### config.mk
export PLATFORM = sky130hd
export DESIGN_NAME = ps2_panel_switch_ctrl
export DESIGN_NICKNAME = d
export VERILOG_FILES = /design/src/rtl/ps2_panel_switch_ctrl.sv
export SDC_FILE = /design/constraint.sdc
export NUM_CORES = 1
export LEC_CHECK = 0
export BUFFER_PORTS_ARGS = -buffer_cell sky130_fd_sc_hd__buf_2
export CAP_MARGIN = 25
export CORE_ASPECT_RATIO = 1.25
export CORE_MARGIN = 4
export CORE_UTILIZATION = 65
export DETAILED_ROUTE_END_ITERATION = 8
export PLACE_DENSITY = 0.87
export SETUP_SLACK_MARGIN = 0.3
export SYNTH_ARGS = -nofsm -noshare
export SYNTH_HDL_FRONTEND = slang
export SYNTH_SLANG_ARGS = --single-unit
### constraint.sdc
create_clock -name clk -period 9.2 [get_ports clk]
set_input_delay 0.46 -clock clk [delete_from_list [all_inputs] [get_ports clk]]
set_output_delay 0.46 -clock clk [all_outputs]
set_load 0.02 [all_outputs]
### src/rtl/ps2_panel_switch_ctrl.sv
// PS/2 key events -> Altair front-panel switch positions.
// A cursor (sel_idx) picks one switch. UP, DOWN and SPACE actuate the selected switch.
// LEFT, RIGHT and HOME move the cursor.
// Toggle switches latch their position.
// Momentary switches are driven by a single-active IDLE/ACTIVE/RELEASING machine.
// A momentary switch stays actuated for at least HOLD_CYCLES cycles after the press.
// It falls back to neutral once the key is released and the hold time has elapsed.
module ps2_panel_switch_ctrl #(
    parameter int          NUM_SWITCHES   = 25,
    parameter logic [31:0] MOMENTARY_MASK = 32'h01FE0000,
    parameter int          HOLD_CYCLES    = 2500000
) (
    input  logic                      clk,
    input  logic                      reset,
    input  logic [10:0]               ps2_key,
    output logic [2*NUM_SWITCHES-1:0] sw_state,
    output logic [4:0]                sel_idx,
    output logic                      key_event
);

    localparam int            TW     = $clog2(HOLD_CYCLES + 1);
    localparam logic [TW-1:0] HOLD_V = TW'(HOLD_CYCLES);
    localparam logic [4:0]    LAST   = 5'(NUM_SWITCHES - 1);

    typedef enum logic [1:0] {S_IDLE, S_ACTIVE, S_RELEASING} state_t;

    state_t                    r_state, w_nxt_state;
    logic [TW-1:0]             r_timer, w_nxt_timer;
    logic                      r_held, w_nxt_held;
    logic                      r_dir_down, w_nxt_dir_down;
    logic                      r_armed, r_prev_toggle;
    logic [2*NUM_SWITCHES-1:0] r_sw, w_nxt_sw;
    logic [4:0]                r_sel, w_nxt_sel;
    logic                      r_key_event;

    logic       w_event, w_pressed, w_ext;
    logic [7:0] w_code;
    logic       w_left, w_right, w_up, w_down, w_home, w_space;
    logic       w_decoded, w_cursor, w_momentary;
    logic [5:0] w_fld;

    // Key decode: an event is a change of the toggle bit once armed.
    always_comb begin
        w_pressed   = ps2_key[9];
        w_ext       = ps2_key[8];
        w_code      = ps2_key[7:0];
        w_event     = r_armed && (ps2_key[10] != r_prev_toggle);
        w_left      = w_ext  && (w_code == 8'h6B);
        w_right     = w_ext  && (w_code == 8'h74);
        w_up        = w_ext  && (w_code == 8'h75);
        w_down      = w_ext  && (w_code == 8'h72);
        w_home      = w_ext  && (w_code == 8'h6C);
        w_space     = !w_ext && (w_code == 8'h29);
        w_decoded   = w_event && (w_left || w_right || w_up || w_down || w_home || w_space);
        w_cursor    = w_decoded && w_pressed && (w_left || w_right || w_home);
        w_momentary = MOMENTARY_MASK[r_sel];
        w_fld       = {r_sel, 1'b0};
    end

    // Next-state: hold-timer progress first, then the decoded event overrides it.
    always_comb begin
        w_nxt_state    = r_state;
        w_nxt_timer    = (r_timer != '0) ? r_timer - TW'(1) : '0;
        w_nxt_held     = r_held;
        w_nxt_dir_down = r_dir_down;
        w_nxt_sw       = r_sw;
        w_nxt_sel      = r_sel;

        // Released momentary switch whose minimum hold has elapsed returns to neutral.
        if (r_state == S_RELEASING && r_timer <= TW'(1)) begin
            w_nxt_sw[w_fld +: 2] = 2'b00;
            w_nxt_state          = S_IDLE;
            w_nxt_timer          = '0;
        end

        if (w_cursor) begin
            // Leaving an actuated momentary switch forces it back to neutral.
            if (r_state != S_IDLE) begin
                w_nxt_sw[w_fld +: 2] = 2'b00;
                w_nxt_state          = S_IDLE;
                w_nxt_timer          = '0;
                w_nxt_held           = 1'b0;
            end
            if (w_home)
                w_nxt_sel = 5'd0;
            else if (w_left)
                w_nxt_sel = (r_sel == 5'd0) ? LAST : r_sel - 5'd1;
            else
                w_nxt_sel = (r_sel == LAST) ? 5'd0 : r_sel + 5'd1;
        end else if (w_decoded && w_pressed && (w_up || w_down)) begin
            if (!w_momentary) begin
                w_nxt_sw[w_fld +: 2] = w_up ? 2'b01 : 2'b00;
            end else if (r_state != S_ACTIVE || r_dir_down != w_down) begin
                w_nxt_sw[w_fld +: 2] = w_down ? 2'b10 : 2'b01;
                w_nxt_state          = S_ACTIVE;
                w_nxt_timer          = HOLD_V;
                w_nxt_held           = 1'b1;
                w_nxt_dir_down       = w_down;
            end
        end else if (w_decoded && w_pressed && w_space) begin
            if (!w_momentary)
                w_nxt_sw[w_fld] = ~r_sw[w_fld];
        end else if (w_decoded && !w_pressed && (w_up || w_down)) begin
            if (w_momentary && r_state == S_ACTIVE && r_held && r_dir_down == w_down) begin
                w_nxt_held  = 1'b0;
                w_nxt_state = S_RELEASING;
            end
        end
    end

    // State registers; every field clears immediately on reset.
    always_ff @(posedge clk or negedge reset) begin
        if (!reset) begin
            r_state       <= S_IDLE;
            r_timer       <= '0;
            r_held        <= 1'b0;
            r_dir_down    <= 1'b0;
            r_armed       <= 1'b0;
            r_prev_toggle <= 1'b0;
            r_sw          <= '0;
            r_sel         <= 5'd0;
            r_key_event   <= 1'b0;
        end else begin
            r_state       <= w_nxt_state;
            r_timer       <= w_nxt_timer;
            r_held        <= w_nxt_held;
            r_dir_down    <= w_nxt_dir_down;
            r_armed       <= 1'b1;
            r_prev_toggle <= ps2_key[10];
            r_sw          <= w_nxt_sw;
            r_sel         <= w_nxt_sel;
            r_key_event   <= w_decoded;
        end
    end

    assign sw_state  = r_sw;
    assign sel_idx   = r_sel;
    assign key_event = r_key_event;

endmodule

# Word level (Yosys, flattened, before mapping)

Memory sizes are Yosys's and may differ from the RTL's.
Cells that the tools add are included.

Register bits: 84
ROM bits: 32
Bits of input ports: 13
Output and inout port bits: 56
Logic and storage cells: 125
Memories: 1

Add/sub/neg operators: 4
Magnitude comparators: 4
Equality and inequality tests: 17
Shift-type cells: 4
Mux-type cells: 48
Bitwise gates (word level): 2
Reductions and logical operators: 36

Memories:

| name            | depth | bits a word | rd ports | clocked after memory_dff | wr ports | line | source |
|---|---|---|---|---|---|---|---|
| (no name shown) | 32    | 1           | 1        | 0                        | 0        | 56   | `w_momentary = MOMENTARY_MASK[r_sel];` |

Operator list:

| operator                  | count |
|---|---|
| $mux W50                  | 8 |
| $bwmux W50                | 5 |
| $mux W22                  | 7 |
| $shiftx A2 B8 Y50         | 2 |
| $shift A2 B8 Y50 const A  | 1 |
| $shiftx A2 B8 Y50 const A | 1 |
| $eq A8 B7 Y1 const B      | 5 |
| $le A22 B1 Y1 const B     | 1 |
| $reduce_bool A22 Y1       | 1 |
| $sub A22 B1 Y22 const B   | 1 |
| $mux W2                   | 10 |
| $mux W5                   | 4 |
| $logic_and A1 B1 Y1       | 19 |
| $mux W1                   | 12 |
| $eq A8 B6 Y1 const B      | 1 |
| $logic_or A1 B1 Y1        | 8 |
| $neg A6 Y8                | 1 |
| $lt A6 B7 Y1 const B      | 1 |
| $ge A6 B1 Y1 const B      | 1 |
| $lt A5 B6 Y1 const B      | 1 |
| $ne A3 B3 Y1 const B      | 2 |
| $reduce_and A6 Y1         | 1 |
| $reduce_bool A3 Y1        | 2 |
| $add A5 B1 Y5 const B     | 1 |
| other kinds (15)          | 19 |

# Depth between registers and ports, before layout

Depth after elaboration: 14
Gate-level depth with buffers: 13
Mapped depth without buffers: 11

# Worst setup path after synthesis

No wires, ideal clock.

Path kind: reg-to-reg
From: register r_sel[1], in the netlist sel_idx[1]
To: register r_sw[36], in the netlist sw_state[36]
Library setup time: 141 ps
Data arrival time: 3332 ps
Data required time: 9059 ps
Slack: 5727 ps
Stages on the path, launching flop included: 14
Buffers on the path: 3
Clock period less this slack: 3473 ps
Path through: dfrtp_1 > buf_1 > inv_1 > ha_1 > ha_1 > buf_2 > clkinv_1 > or3_1 > clkbuf_1 > nor3b_1 > a21oi_1 > a21o_1 > nand3_1 > o221ai_1

Word-level cells in the longest chain between the ends: 9
Elaborated cells between the ends (all ways): 28

RTL lines:

| what                                      | line    | source |
|---|---|---|
| start: declaration                        | 33      | `logic [4:0] r_sel, w_nxt_sel;` |
| start signal: assignment                  | 131     | `r_sel <= w_nxt_sel;` |
| $neg A6 Y8 (tied with other cells)        | n/a     |  |
| $shiftx A2 B8 Y50 (tied with other cells) | 71, 79  |  |
| $bwmux W50 or $mux W1 (tied branches)     | 71, 102 |  |
| $mux W50 or $demux W1 S5 (tied branches)  | 70, 102 |  |
| $bwmux W50, on equally long branches      | 102, 94 |  |
| $mux W50, on equally long branches        | 101, 93 |  |
| $mux W50, on equally long branches        | 100, 91 |  |
| $mux W50                                  | 90      | `end else if (w_decoded && w_pressed && (w_up \|\| w_down)) begin` |
| $mux W50 *                                | 76      | `if (w_cursor) begin` |
| net w_nxt_sw[36]                          | 32      | `logic [2*NUM_SWITCHES-1:0] r_sw, w_nxt_sw;` |
| end signal: assignment                    | 130     | `r_sw <= w_nxt_sw;` |
| end: declaration                          | 32      |  |

Mark *: on every way through the listed nets, which the timed path passes. The rest lies on a longest branch. The select of a mux whose other input is x is not followed.
A chain may end at the register's enable or synchronous reset.

# Worst setup path in the final report

From: register r_sel[0], in the netlist sel_idx[0]
To: register r_sw[38], in the netlist sw_state[38]

The elaborated chain is that of the path after synthesis.

==> flow_summary.toml <==
[layout]
drive_gt1_share_pct = 14.7
num-fill-cells = 739
nets = 852
final_core_util_pct = 73.2
n_antenna_cell = 0
synthToLayoutAreaGrowth_pct = 10.3
final_design_area_no_fill_um2 = 6990
final_cells = 958

[die]
design.core.area_um2 = 9560
boundaryPins = 69
initial_core_util_pct = 66.3
die_area_um2 = 11400
chipHeight_um = 118
rows = 40
die_w_um = 96.3

[synthesis]
synth_edf_count = 0
yosys_warnings = 0
ys_types = 81
netlist_area_um2 = 6340
syn-num-nets = 820
seq_area_frac_synth_pct = 33.2
async_flop_share_pct = 100
syn_area_per_cell_um2 = 7.97
synth_area_leaders = "dfrtp_1 (33%), o21ai_0 (7.4%), nand3_1 (4.9%), nand2_1 (4.2%), nor2_1 (3.8%)"
synth_ff_type = "dfrtp_1"
synthCells = 795
ys_ff_latch = 84
synth_top_cell_by_area = "dfrtp_1"
yosysTopAreaCellShare_pct = 33.2

[clocking]
cts-resized-gates = 0
path_clk_slew_ns = 0.07
postCtsHoldBufs = 0
worst_skew_pair.late_latency_ns = 0.36
h-tree-depth = 3
cts.sinks = 84
cts_buffer_depth = 2
cts_tree = "yes"
cts_buffers = 9
cts_root_buf = "clkbuf_16"
postCtsSetupBuffers = 0

[sta]
whs_ns = 0.0672
hold_viol_final = 0
fin_crit_ns = 5.05
fin_worst_skew_ns = 0.0105
max_slew_margin_pct = 28.3
setup_tns_ns = 0
maxSlewViolCount = 0
final-setup-viol-count = 0
fmax_mhz = 198
grt_setup_unrepaired = "false"
tightestPinTransition_ns = 1.07
fin_crit_sh_pct = 54.9

[drt]
dr.pass1.iters = 9
drc = 7
drt-initial-drc-count = 1595
detail_route.wl_per_cell_um = 26.3
ant_nets = 0
vias_per_cell = 7.78
finalWirelength_mm = 25.2
num_vias = 7449

[power]
clockPowerShare_pct = 35.0
irDropWorstVdd_uv = 187
p_sw_share_pct = 34.7
p_int_mw = 0.720
p_switching_mw = 0.383
power_frac_comb_pct = 21.2
pwr-share-seq_pct = 43.8
p_per_area_nw_per_um2 = 158
leakagePower_nw = 2.94

[run_status]
violations = "design-rule violations"
outcome = "finished, violations left"

[place]
dp.cells = 942
place.gp.congestion = 1.16
portBuffers = 68
placed_cell_area_um2 = 6680
dp_hpwl_mm = 17.9

[global_routing]
grt_pass1_wl_mm = 39.2
antenna_found_initial = 0
grt_overflow = 0
grt_usage_pct = 45.3
grt_max_degree = 50
first_global_vias = 7058

[setup_path]
worstSetupStartpointType = "flop"
crit_fanout = 24
cp.arrival_ns = 5.30
end_kind = "flop"
cp_data_required_time_ns = 9.45
critPathKind = "flop to flop"

[worst_hold_path]
holdCritPathClass = "input pin to async pin"

[flow_run]
maxCapViolCount = 0
## cells in the mapped netlist (all sizes together) (4+ instances only)
| library cell | number |
|---|---|
| nor2 | 67 |
| o21ai | 100 |
| xor2 | 13 |
| a31oi | 9 |
| nor2b | 8 |
| nor3b | 6 |
| o211ai | 17 |
| buf | 19 |
| or4 | 4 |
| o22ai | 4 |
| xnor2 | 9 |
| and3 | 19 |
| o221ai | 5 |
| inv | 11 |
| o2bb2ai | 5 |
| o2111ai | 4 |
| dfrtp | 84 |
| a32o | 4 |
| clkbuf | 38 |
| or3 | 14 |
| o31ai | 10 |
| mux2i | 11 |
| a21oi | 38 |
| nand2 | 73 |
| a21o | 4 |
| and2 | 6 |
| o21a | 4 |
| nand4 | 15 |
| nor3 | 22 |
| a32oi | 17 |
| nand3 | 63 |
| nand2b | 5 |
| a211oi | 7 |
| nor4 | 11 |
| mux2 | 4 |
| ha | 12 |
| or2 | 4 |
## state kept, by name, summed over array words and instances, names as in the netlist
| name | flops |
|---|---|
| sel_idx | 5 |
| key_event | 1 |
| sw_state | 50 |
| r_timer | 22 |
| r_held | 1 |
| r_state | 2 |
| r_armed | 1 |
| r_prev_toggle | 1 |
| r_dir_down | 1 |
## power groups by stage
stage	combinational, mW	clock [mW]	sequential, mW
floorplan	0.165	0	0.470
global placement	0.213	0	0.478
detailed placement	0.224	0	0.485
CTS	0.226	0.382	0.479
global route	0.257	0.404	0.491
finish	0.234	0.386	0.484
## worst max-delay path, stage by stage (launching register included)
cell and delay [ns]:
dfrtp_1 1.03, inv_1 0.37, ha_1 0.40, ha_1 0.79, clkinv_1 0.50, or3_1 0.64, or3_1 0.38, a2111oi_0 0.57
o22ai_1 0.16, o31ai_1 0.09
## placed cells by master (no fill, tap or decap), types with 17 or more instances in the layout
cell type and count:
o21ai_0 94, dfrtp_1 84, nand2_1 71, buf_2 67, nor2_1 64, nand3_1 62
a21oi_1 38, nor3_1 21, and3_1 19, a32oi_1 17
## stage by stage
step / power (mW) / setup slack (ns)
CTS: 1.09 / 4.33
detailed placement: 0.710 / 4.39
floorplan: 0.635 / 5.73
global route: 1.15 / 3.88
global placement: 0.691 / 4.63
finish: 1.10 / 4.15
## area by class of cell
| class | count | area (um2) | area share [%] |
|---|---|---|---|
| clock buffers | 9 | 225 | 3.22 |
| flip-flops and latches | 84 | 2100 | 30.1 |
| well taps | 126 | 158 | 2.25 |
| repair buffers | 78 | 422 | 6.03 |
| multi-input cells | 642 | 3960 | 56.6 |
| clock inverters | 7 | 83.8 | 1.20 |
| inverters | 12 | 45.0 | 0.644 |
## layer usage
metal,routed length [um],track usage (%)
met3,3740,12.3
met4,2280,28.2
met5,0,0
met1,8530,59.3
met2,10600,65.5
## worst paths after layout
| check | from | to | slack (ns) | cells after the start |
|---|---|---|---|---|
| worst min register to register | sw_state[19] | sw_state[19] | 0.50 | 2 |
| max in group asynchronous | reset | sw_state[11] | 8.10 | 2 |
| min in group clk | ps2_key[10] | r_prev_toggle | 0.24 | 1 |
| worst min-delay path | reset | sw_state[30] | 0.07 | 1 |
| worst max register to register | sel_idx[0] | sw_state[38] | 4.15 | 9 |
| worst max-delay path | sel_idx[0] | sw_state[38] | 4.15 | 9 |
## cells by family (layout without fill, tap and decap cells)
group | Yosys count | count (layout) | synth area share [%]
multiplexers | 17 | 17 | 3.16
XOR/XNOR | 22 | 22 | 3.04
buffers and inverters | 69 | 106 | 4.48
AND/OR/NAND/NOR | 331 | 331 | 27.0
AO/OA/AOI/OAI | 259 | 259 | 26.7
other | 1 | 1 | 0.0591
adder cells (fa/ha/maj) | 12 | 12 | 2.37
flip-flops | 84 | 84 | 33.2
Power figures use the tool's default switching activity.
